==> config.mk <==
export PLATFORM = sky130hd
export DESIGN_NAME = load_writeback
export DESIGN_NICKNAME = d
export VERILOG_FILES = /design/src/rtl/load_writeback.sv
export SDC_FILE = /design/constraint.sdc
export NUM_CORES = 1
export LEC_CHECK = 0
export BUFFER_PORTS_ARGS = -buffer_cell sky130_fd_sc_hd__buf_2
export CAP_MARGIN = 20
export CORE_MARGIN = 2
export CORE_UTILIZATION = 52
export CTS_BUF_LIST = sky130_fd_sc_hd__clkbuf_4 sky130_fd_sc_hd__clkbuf_8 sky130_fd_sc_hd__clkbuf_16
export DETAILED_ROUTE_END_ITERATION = 16
export PLACE_DENSITY_LB_ADDON = 0.1
export SKIP_CTS_REPAIR_TIMING = 1
export SLEW_MARGIN = 0
export SYNTH_ARGS = -nofsm -noshare
export SYNTH_HDL_FRONTEND = slang
export SYNTH_SLANG_ARGS = --single-unit
==> constraint.sdc <==
create_clock -name i_clk -period 4.14 [get_ports i_clk]
set_input_delay 0 -clock i_clk [delete_from_list [all_inputs] [get_ports i_clk]]
set_output_delay 0 -clock i_clk [all_outputs]
set_load 0.05 [all_outputs]
==> src/rtl/load_writeback.sv <==
// load_writeback
//   Memory-load writeback stage that drives the register file's M write port.
//   It takes one load request, issues one word read to data memory and waits for
//   the response. It then presents the destination register ID and the loaded data
//   for exactly one cycle. At all other times o_dstM is 4'hF, which means "no write".
//   Only one load is in flight at a time. Misaligned addresses, illegal destination
//   IDs and memory timeouts abort the request with a one-cycle error pulse.
//
// Ports
//   i_clk          clock, all state updates on the rising edge
//   i_rst_n        asynchronous active-low reset
//   i_req_valid    load request present
//   o_req_ready    idle; a request is accepted on i_req_valid && o_req_ready
//   i_req_addr     byte address of the word to load
//   i_req_dst      destination register ID (legal 0..5)
//   o_mem_rd_en    one-cycle read strobe to data memory
//   o_mem_addr     read address, valid while o_mem_rd_en is high
//   i_mem_rdata    read data, sampled only while waiting with i_mem_rvalid high
//   i_mem_rvalid   read response valid
//   o_dstM         register file write ID, 4'hF = no write
//   o_valM         register file write data (holds its last value)
//   o_done         one-cycle pulse alongside a real o_dstM write
//   o_err          one-cycle pulse on an aborted request
//   o_err_code     01 misaligned, 10 bad dst, 11 timeout; held until the next error

module load_writeback #(
  parameter int ADDR_W  = 32,
  parameter int DATA_W  = 32,
  parameter int TIMEOUT = 255
) (
  input  logic              i_clk,
  input  logic              i_rst_n,
  input  logic              i_req_valid,
  output logic              o_req_ready,
  input  logic [ADDR_W-1:0] i_req_addr,
  input  logic [3:0]        i_req_dst,
  output logic              o_mem_rd_en,
  output logic [ADDR_W-1:0] o_mem_addr,
  input  logic [DATA_W-1:0] i_mem_rdata,
  input  logic              i_mem_rvalid,
  output logic [3:0]        o_dstM,
  output logic [DATA_W-1:0] o_valM,
  output logic              o_done,
  output logic              o_err,
  output logic [1:0]        o_err_code
);

  localparam logic [3:0] NO_WRITE = 4'hF;
  localparam logic [7:0] WAIT_LAST = 8'(TIMEOUT - 1);

  typedef enum logic [1:0] {
    S_IDLE,
    S_ISSUE,
    S_WAIT,
    S_WRITE
  } state_t;

  state_t            r_state,     w_stateNext;
  logic              r_reqReady,  w_reqReady;
  logic              r_memRdEn,   w_memRdEn;
  logic [ADDR_W-1:0] r_memAddr,   w_memAddr;
  logic [3:0]        r_dst,       w_dst;
  logic [3:0]        r_dstM,      w_dstM;
  logic [DATA_W-1:0] r_valM,      w_valM;
  logic              r_done,      w_done;
  logic              r_err,       w_err;
  logic [1:0]        r_errCode,   w_errCode;
  logic [7:0]        r_waitCnt,   w_waitCnt;

  // State and every output are registered so the register file sees clean,
  // glitch-free write controls.
  always_ff @(posedge i_clk or negedge i_rst_n) begin
    if (!i_rst_n) begin
      r_state    <= S_IDLE;
      r_reqReady <= 1'b1;
      r_memRdEn  <= 1'b0;
      r_memAddr  <= '0;
      r_dst      <= '0;
      r_dstM     <= NO_WRITE;
      r_valM     <= '0;
      r_done     <= 1'b0;
      r_err      <= 1'b0;
      r_errCode  <= 2'b00;
      r_waitCnt  <= '0;
    end else begin
      r_state    <= w_stateNext;
      r_reqReady <= w_reqReady;
      r_memRdEn  <= w_memRdEn;
      r_memAddr  <= w_memAddr;
      r_dst      <= w_dst;
      r_dstM     <= w_dstM;
      r_valM     <= w_valM;
      r_done     <= w_done;
      r_err      <= w_err;
      r_errCode  <= w_errCode;
      r_waitCnt  <= w_waitCnt;
    end
  end

  // Next-state and next-output logic. Pulses (rd_en, done, err) and dstM default
  // to their idle values so that each is asserted for a single cycle only.
  always_comb begin
    w_stateNext = r_state;
    w_reqReady  = r_reqReady;
    w_memRdEn   = 1'b0;
    w_memAddr   = r_memAddr;
    w_dst       = r_dst;
    w_dstM      = NO_WRITE;
    w_valM      = r_valM;
    w_done      = 1'b0;
    w_err       = 1'b0;
    w_errCode   = r_errCode;
    w_waitCnt   = r_waitCnt;

    case (r_state)
      S_IDLE: begin
        if (!r_reqReady) begin
          // The cycle after any accept (including rejected ones) is a dead cycle.
          w_reqReady = 1'b1;
        end else if (i_req_valid) begin
          w_reqReady = 1'b0;
          w_dst      = i_req_dst;
          // Misalignment is checked first so it wins over a bad destination.
          if (i_req_addr[1:0] != 2'b00) begin
            w_err     = 1'b1;
            w_errCode = 2'b01;
          end else if (i_req_dst > 4'd5) begin
            w_err     = 1'b1;
            w_errCode = 2'b10;
          end else begin
            w_stateNext = S_ISSUE;
            w_memRdEn   = 1'b1;
            w_memAddr   = i_req_addr;
          end
        end
      end

      S_ISSUE: begin
        w_waitCnt   = '0;
        w_stateNext = S_WAIT;
      end

      S_WAIT: begin
        w_waitCnt = r_waitCnt + 8'd1;
        // A response arriving on the last allowed cycle still completes the load.
        if (i_mem_rvalid) begin
          w_valM      = i_mem_rdata;
          w_dstM      = r_dst;
          w_done      = 1'b1;
          w_stateNext = S_WRITE;
        end else if (r_waitCnt == WAIT_LAST) begin
          w_err       = 1'b1;
          w_errCode   = 2'b11;
          w_reqReady  = 1'b1;
          w_stateNext = S_IDLE;
        end
      end

      S_WRITE: begin
        w_reqReady  = 1'b1;
        w_stateNext = S_IDLE;
      end

      default: begin
        w_stateNext = S_IDLE;
        w_reqReady  = 1'b1;
      end
    endcase
  end

  assign o_req_ready = r_reqReady;
  assign o_mem_rd_en = r_memRdEn;
  assign o_mem_addr  = r_memAddr;
  assign o_dstM      = r_dstM;
  assign o_valM      = r_valM;
  assign o_done      = r_done;
  assign o_err       = r_err;
  assign o_err_code  = r_errCode;

endmodule
=== Word level (Yosys, flattened, before mapping) ===
Cells that the tools add are included.
W data, S select, Z words.

* Input bits: 72
* Logic and storage cells: 74
* Output and inout bits: 74
* Bits in registers: 88

* Bitwise logic cells: 2
* $lt $le $gt $ge: 1
* Reductions and logical operators: 11
* Multiplexer cells: 36
* $add $sub $neg: 1
* Equality and inequality tests: 12

{| class="wikitable"
|+ Operators by type and width
! operator !! number
|-
| $mux W2 || 12
|-
| $mux W1 || 17
|-
| $pmux W8 S2 || 1
|-
| $ne A2 B2 Y1 const B || 6
|-
| $reduce_and A5 Y1 || 2
|-
| $add A8 B1 Y8 const B || 1
|-
| $eq A8 B8 Y1 const B || 1
|-
| $mux W4 || 2
|-
| $pmux W2 S4 || 1
|-
| $ne A3 B3 Y1 const B || 2
|-
| $reduce_and A3 Y1 || 2
|-
| $reduce_and A6 Y1 || 1
|-
| $reduce_bool A2 Y1 || 3
|-
| $eq A2 B2 Y1 const B || 2
|-
| $gt A4 B3 Y1 const B || 1
|-
| $pmux W2 S2 || 1
|-
| $pmux W1 S3 || 1
|-
| $reduce_bool A3 Y1 || 1
|-
| $eq A2 B1 Y1 const B || 1
|-
| $logic_not A2 Y1 || 1
|-
| $not A1 Y1 || 2
|-
| $pmux W1 S2 || 1
|-
| $reduce_and A2 Y1 || 1
|}

=== Logic depth before layout (Yosys ltp) ===
Gate-level depths: netlist of run 1.

* Depth after elaboration: 6
* Mapped depth: 7
* Mapped depth without buffers: 6

=== Worst setup path before layout of run 1 ===
No wires, ideal clock.

* Path type: register to register
* Start point: reg r_state[0]
* End point: reg r_valM[26] (netlist: o_valM[26])
* Setup slack: 2.356 ns
* Setup time: 0.125 ns
* Clock period less this slack: 1.784 ns
* Buffers on the path: 2
* Required time: 4.015 ns
* Stages on the path, launching flop included: 7
* Data arrival time: 1.660 ns
* Path through: dfrtp_1 inv_1 ha_1 buf_2 nand2_1 clkbuf_1 mux2_2

* Longest elaborated chain between the ends: 2

{| class="wikitable"
|+ Ends and longest elaborated chain
! item !! line !! source
|-
| start: declaration || 58 || <nowiki>state_t r_state, w_stateNext;</nowiki>
|-
| start signal: assignment || 86 || <nowiki>r_state <= w_stateNext;</nowiki>
|-
| $eq A2 B2 Y1 || 115 || <nowiki>case (r_state)</nowiki>
|-
| $reduce_and A2 Y1 (no source line) || - ||
|-
| end signal: assignment || 92 || <nowiki>r_valM <= w_valM;</nowiki>
|-
| end: declaration || 64 || <nowiki>logic [DATA_W-1:0] r_valM, w_valM;</nowiki>
|}

Every way passes these cells.
A chain may end at the register's enable or synchronous reset.

=== Final worst setup path of run 1 ===
* Start point: in i_req_dst[1]
* End point: reg r_memAddr[16] (netlist: o_mem_addr[16])

* Longest elaborated chain between the ends: 3

{| class="wikitable"
|+ Ends and longest elaborated chain
! item !! line !! source
|-
| start: declaration || 36 || <nowiki>input logic [3:0] i_req_dst,</nowiki>
|-
| $gt A4 B3 Y1 || 127 || <nowiki>end else if (i_req_dst > 4'd5) begin</nowiki>
|-
| $not A1 Y1 (no source line) || - ||
|-
| $reduce_and A5 Y1 (no source line) || - ||
|-
| end signal: assignment || 89 || <nowiki>r_memAddr <= w_memAddr;</nowiki>
|-
| end: declaration || 61 || <nowiki>logic [ADDR_W-1:0] r_memAddr, w_memAddr;</nowiki>
|}

Every way passes these cells.

==> metrics.cfg, run 1 <==
[timing]
hold_viol_final=1
setup_viol=0
fmax_ghz=0.463
tightestPinTransition_ns=0.784
setup_ws_ns=1.98
maxSlewViolCount=0
finalCriticalPeriod_ns=2.16
period_share=0.522
tns_ns=0
relSlewSlack=0.476
rsz0062_at_grt=no
hold_ws_ns=-0.000248
finClkSkew_ns=0.0135

[synth]
synth_enable_flop_cells=0
ys_top_cells_by_area=dfrtp_1 57%, mux2_2 12%, mux2_4 11%
synth.distinct_cells=35
synth_cells=244
synth_fp_nets=322
synth-async-reset-ratio=1.00
synth_most_common_cell=dfrtp_1
avgSynthCellArea_um2=14.9
ys_warn_count=0
synth_top_cell_by_area=dfrtp_1
synth_area_um2=3640
ys_seq_area_frac=0.606
netlist_top_cells_count=83 x dfrtp_1, 40 x mux2_2, 27 x mux2_4, 12 x inv_1, 8 x o21ai_0
synthFlopType=dfrtp_1
synth_top_area_frac=0.570
ys_seq_elements=88

[placement]
gp_congestion=0.852
pre_cts_slack_ns=2.02
placed_area_um2=4450
port_buffers=145
dp_hpwl_um=5300

[critical_path]
r2r-end=o_mem_addr[16]
critPathRequiredTime_ns=4.38
critPathCaptureType=flop
path_class=in -> reg
r2r_cells=4
path_max_fanout=33
cp-start-kind=input port
reg2reg_slack_ns=2.03
crit_arrival_ns=2.40
r2r_start=r_state[1]

[floorplan]
dieHeight_um=87.7
start_util=0.536
die_w_um=87.7
core.rowCount=30
ios=146
core-area_um2=6790
die_area_um2=7690

[power_and_ir_drop]
p_leak_nw=2.71
ir_worst_vdd_mv=0.508
p_per_area_nw_per_um2=781

[global_routing]
grt.total_usage=0.190
grt_pass1_wl_um=11100
grt_pass1_vias=2221
grt_max_degree=56
grt-ovfl-total=0
grt_antenna_before_repair=0

[clock_network]
clock-sinks=88
cts_buffers=9
clock_latency_ns=0.36
h-tree-depth=3
cts-root-buf=clkbuf_8
path_clk_slew_ns=0.08
cts_buffer_depth=2
cts_tree=yes

[drt]
vias_per_cell=4.79
drt_iter0_markers=114
vias=2697
routed_wl_um=8680
drc=0
first_pass_iters=4
wl_per_cell_um=15.4
antenna_left=0

[min_path]
min-delay-start=i_mem_rvalid
hold_class=in -> reg
whs_path_depth=3
min_to=r_state[1]

[run_status]
outcome=finished, violations left
failed_checks=negative hold slack

[finish]
drive_above_1_share=0.521
fillers=426
syn_to_final_growth_pct=45.6
fin_nets=539
final_area_um2=5310

[flow_run]
max-cap-violations=0

-- power breakdown --
group | internal, mW | switching, mW
Combinational | 0.687 | 1.52
Clock | 0.235 | 0.304
Sequential | 1.21 | 0.187
-- flip-flops by register name, summed over array words and instances, names as in the netlist, 2 cells and up --
signal and cells:
o_dstM 4, o_err_code 2, o_mem_addr 32, o_valM 32, r_dst 4, r_state 2, r_waitCnt 8
-- cell type report --
cell class,count,area (um2),share of cell area
Clock buffer,10,138,0.0259
Tap cell,96,120,0.0226
Multi-Input combinational cell,136,1340,0.252
Clock inverter,6,42.5,0.00802
Antenna cell,1,2.50,0.000472
Inverter,12,45.0,0.00849
Timing Repair Buffer,214,1410,0.267
Sequential cell,88,2210,0.416
-- stage by stage --
| step | util | instances | hold WS, ns | power [mW] |
|---|---|---|---|---|
| 2_1_floorplan | - | 244 | -0.296 | 3.06 |
| 3_3_place_gp | 0.655 | 479 | -0.0409 | 3.51 |
| 3_5_place_dp | 0.655 | 479 | -0.0348 | 3.56 |
| 4_1_cts | 0.682 | 495 | -0.426 | 4.10 |
| 5_1_grt | 0.780 | 562 | 0.00824 | 4.34 |
| 6_report | 0.781 | 563 | -0.000248 | 4.15 |
-- cell families after synthesis --
family | synth area share
XOR/XNOR | 0.00240
adder cells (fa/ha/maj) | 0.0206
buffers and inverters | 0.0278
AO/OA/AOI/OAI | 0.0436
AND/OR/NAND/NOR | 0.0621
multiplexers | 0.238
flip-flops | 0.606
-- worst max path at each step --
stage / from / endpoint / slack (ns)
after floorplan: r_state[0] / o_valM[26] / 2.36
after global placement: r_state[1] / o_mem_addr[12] / 2.11
after detailed placement: r_state[1] / o_mem_addr[19] / 2.02
after CTS: r_state[1] / o_mem_addr[19] / 2.01
after global routing: i_req_dst[1] / o_mem_addr[11] / 1.85
final: i_req_dst[1] / o_mem_addr[16] / 1.98
-- cell usage in the layout (no fill, tap or decap), types with 2 or more instances in the layout --
cell type | Yosys | routed
nand2_1 | 5 | 5
buf_4 | 0 | 3
o21ai_0 | 8 | 8
nand4_1 | 2 | 2
clkbuf_8 | 0 | 10
buf_2 | 3 | 144
clkinv_2 | 0 | 2
clkinvlp_4 | 0 | 2
or2_2 | 5 | 5
mux2_4 | 27 | 27
inv_1 | 12 | 12
nand3_1 | 5 | 5
or3_1 | 3 | 3
and3_1 | 2 | 2
nand3b_1 | 2 | 2
o22ai_1 | 4 | 4
mux2_2 | 40 | 40
dfstp_2 | 5 | 5
nor2_1 | 4 | 4
nor2b_1 | 2 | 2
dfrtp_1 | 83 | 83
a21oi_1 | 5 | 5
dlygate4sd3_1 | 0 | 67
and2_1 | 3 | 3
ha_1 | 6 | 6
-- layer usage --
| layer | track usage | routed length, um |
|---|---|---|
| met1 | 0.248 | 3460 |
| met3 | 0.0415 | 442 |
| met5 | 0 | 0 |
| met4 | 0.0839 | 176 |
| met2 | 0.306 | 4590 |
-- worst max-delay path, stage by stage --
cell and delay, ns:
dlygate4sd3_1 0.53, buf_2 0.14, a2111oi_4 0.50, nand4_4 0.67, mux2_4 0.54
Power figures use the tool's default switching activity.
==> inputs of run 2 (changes only) <==
--- a/config.mk
+++ b/config.mk
@@ -8,7 +8,7 @@
 export BUFFER_PORTS_ARGS = -buffer_cell sky130_fd_sc_hd__buf_2
 export CAP_MARGIN = 20
 export CORE_MARGIN = 2
-export CORE_UTILIZATION = 52
+export CORE_UTILIZATION = 43
 export CTS_BUF_LIST = sky130_fd_sc_hd__clkbuf_4 sky130_fd_sc_hd__clkbuf_8 sky130_fd_sc_hd__clkbuf_16
 export DETAILED_ROUTE_END_ITERATION = 16
 export PLACE_DENSITY_LB_ADDON = 0.1
==> constraint.sdc (replaced) <==
create_clock -name i_clk -period 1.9 [get_ports i_clk]
set_input_delay 0 -clock i_clk [delete_from_list [all_inputs] [get_ports i_clk]]
set_output_delay 0 -clock i_clk [all_outputs]
set_load 0.05 [all_outputs]
==> metrics.cfg, run 2 (synthesis gave the netlist of run 1 again) <==
[critical_path]
cp-start-kind=flop
r2r_cells=6  ; +2
crit_arrival_ns=1.96  ; -0.44 ns
r2r-end=r_state[1]
path_max_fanout=4  ; -88%
critPathRequiredTime_ns=2.12  ; -2.26 ns
path_class=reg -> reg
r2r_start=r_state[0]
critPathCaptureType=flop
reg2reg_slack_ns=0.16  ; -1.87 ns

[clock_network]
clock-sinks=88  ; unchanged
cts-root-buf=clkbuf_8
h-tree-depth=3  ; unchanged
cts_buffers=9  ; unchanged
cts_tree=yes
cts_buffer_depth=2  ; unchanged
clock_latency_ns=0.34  ; -0.02 ns
path_clk_slew_ns=0.09  ; about the same

[finish]
fillers=630  ; +48%
multi_input_area_um2=1340  ; +0.28%
final_area_um2=5410  ; +2.1%
layout_common_cells=144 x buf_2, 82 x dfrtp_1, 67 x dlygate4sd3_1
mostFrequentLayoutCell=buf_2
final_util=0.659  ; -0.122
diodes=0  ; -1
syn_to_final_growth_pct=48.5
drive_above_1_share=0.533  ; +0.0113
fin_nets=546  ; +1.3%
area.sequential_um2=2210  ; about the same

[global_routing]
grt-ovfl-total=0  ; unchanged
grt_pass1_vias=2346  ; +5.6%
grt_antenna_before_repair=0  ; unchanged
grt_max_degree=52  ; -7.1%
grt_pass1_wl_um=11400  ; +3.5%
grt.total_usage=0.162  ; -0.0276

[floorplan]
core.rowCount=33  ; +10%
core-area_um2=8220  ; +21%
die_w_um=96.1  ; +9.5%
ios=146  ; unchanged
die_area_um2=9230  ; +20%
dieHeight_um=96.1  ; +9.5%
start_util=0.444  ; -0.0929

[drt]
vias=2718  ; +0.78%
antenna_left=0  ; unchanged
wl_per_cell_um=14.2  ; -7.5%
first_pass_iters=4  ; unchanged
drt_iter0_markers=50  ; -56%
routed_wl_um=8240  ; -5.1%
drc=0  ; unchanged
vias_per_cell=4.70  ; -1.8%

[min_path]
hold_class=in -> async

[placement]
dp_hpwl_um=5310  ; +0.19%
gp_congestion=0.762  ; -10%
port_buffers=145  ; unchanged
placed_area_um2=4550  ; +2.3%

[timing]
finalCriticalPeriod_ns=1.74
setup_viol=0  ; unchanged
period_share=0.917
relSlewSlack=0.684  ; +0.207
finClkSkew_ns=0.00924  ; -0.00428 ns
maxSlewViolCount=0  ; unchanged
fmax_ghz=0.574
hold_viol_final=0  ; -1
tns_ns=0  ; unchanged
tightestPinTransition_ns=0.474  ; -0.310 ns
rsz0062_at_grt=no

[flow_run]
max-cap-violations=0  ; unchanged

[run_status]
outcome=completed

[power_and_ir_drop]
p_per_area_nw_per_um2=1680  ; +120%
p_leak_nw=2.76  ; +1.6%
ir_worst_vdd_mv=1.10  ; +120%

## run 2: area by class of cell
cell class / count / area share
sequential: 88 / 0.408
timing repair buffer: 221 / 0.278
multi-input combinational: 136 / 0.247
clock buffer: 11 / 0.0268
tap: 105 / 0.0243
inverter: 12 / 0.00832
clock inverter: 5 / 0.00740
## run 2: worst max-delay path by stage
stage                  to  slack (ns)  startpoint  cells after the start
2_1_floorplan  o_valM[26]        0.12  r_state[0]                      6
3_3_place_gp   r_state[1]        0.20  r_state[1]                      6
3_5_place_dp   r_state[1]        0.13  r_state[1]                      6
4_1_cts        r_state[1]        0.05  r_state[1]                      6
5_1_grt        r_state[1]        0.02  r_state[1]                      6
6_report       r_state[1]        0.16  r_state[0]                      6
## run 2: worst max-delay path, cell delays in order, from the launching register on
cell and delay [ns]:
dfrtp_1 0.43, inv_1 0.11, ha_2 0.23, inv_1 0.06, a31o_2 0.24, and3_1 0.19
a2111oi_1 0.35
## run 2: power breakdown
| part | switching, mW | internal, mW |
|---|---|---|
| combinational | 3.32 | 1.58 |
| sequential | 0.385 | 2.64 |
| clock | 0.665 | 0.533 |
## run 2: through the flow
stage | instances | worst slack [ns] | hold WS [ns] | power, mW
6_report | 578 | 0.157 | 0.0209 | 9.12
5_1_grt | 578 | 0.0190 | 0.0162 | 9.60
2_1_floorplan | 244 | 0.116 | -0.296 | 6.66
3_5_place_dp | 495 | 0.128 | -0.154 | 7.84
4_1_cts | 511 | 0.0541 | -0.541 | 9.06
3_3_place_gp | 495 | 0.204 | -0.159 | 7.76
## run 2: routing by layer
layer | share of wire | GRT usage | vias up | routed length (um)
met5 | 0 | 0 | - | 0
met4 | 0.010 | 0.0619 | 0 | 84
met3 | 0.055 | 0.0360 | 9 | 457
met2 | 0.50 | 0.253 | 85 | 4080
met1 | 0.44 | 0.222 | 1324 | 3610
li1 | - | - | 1300 | -
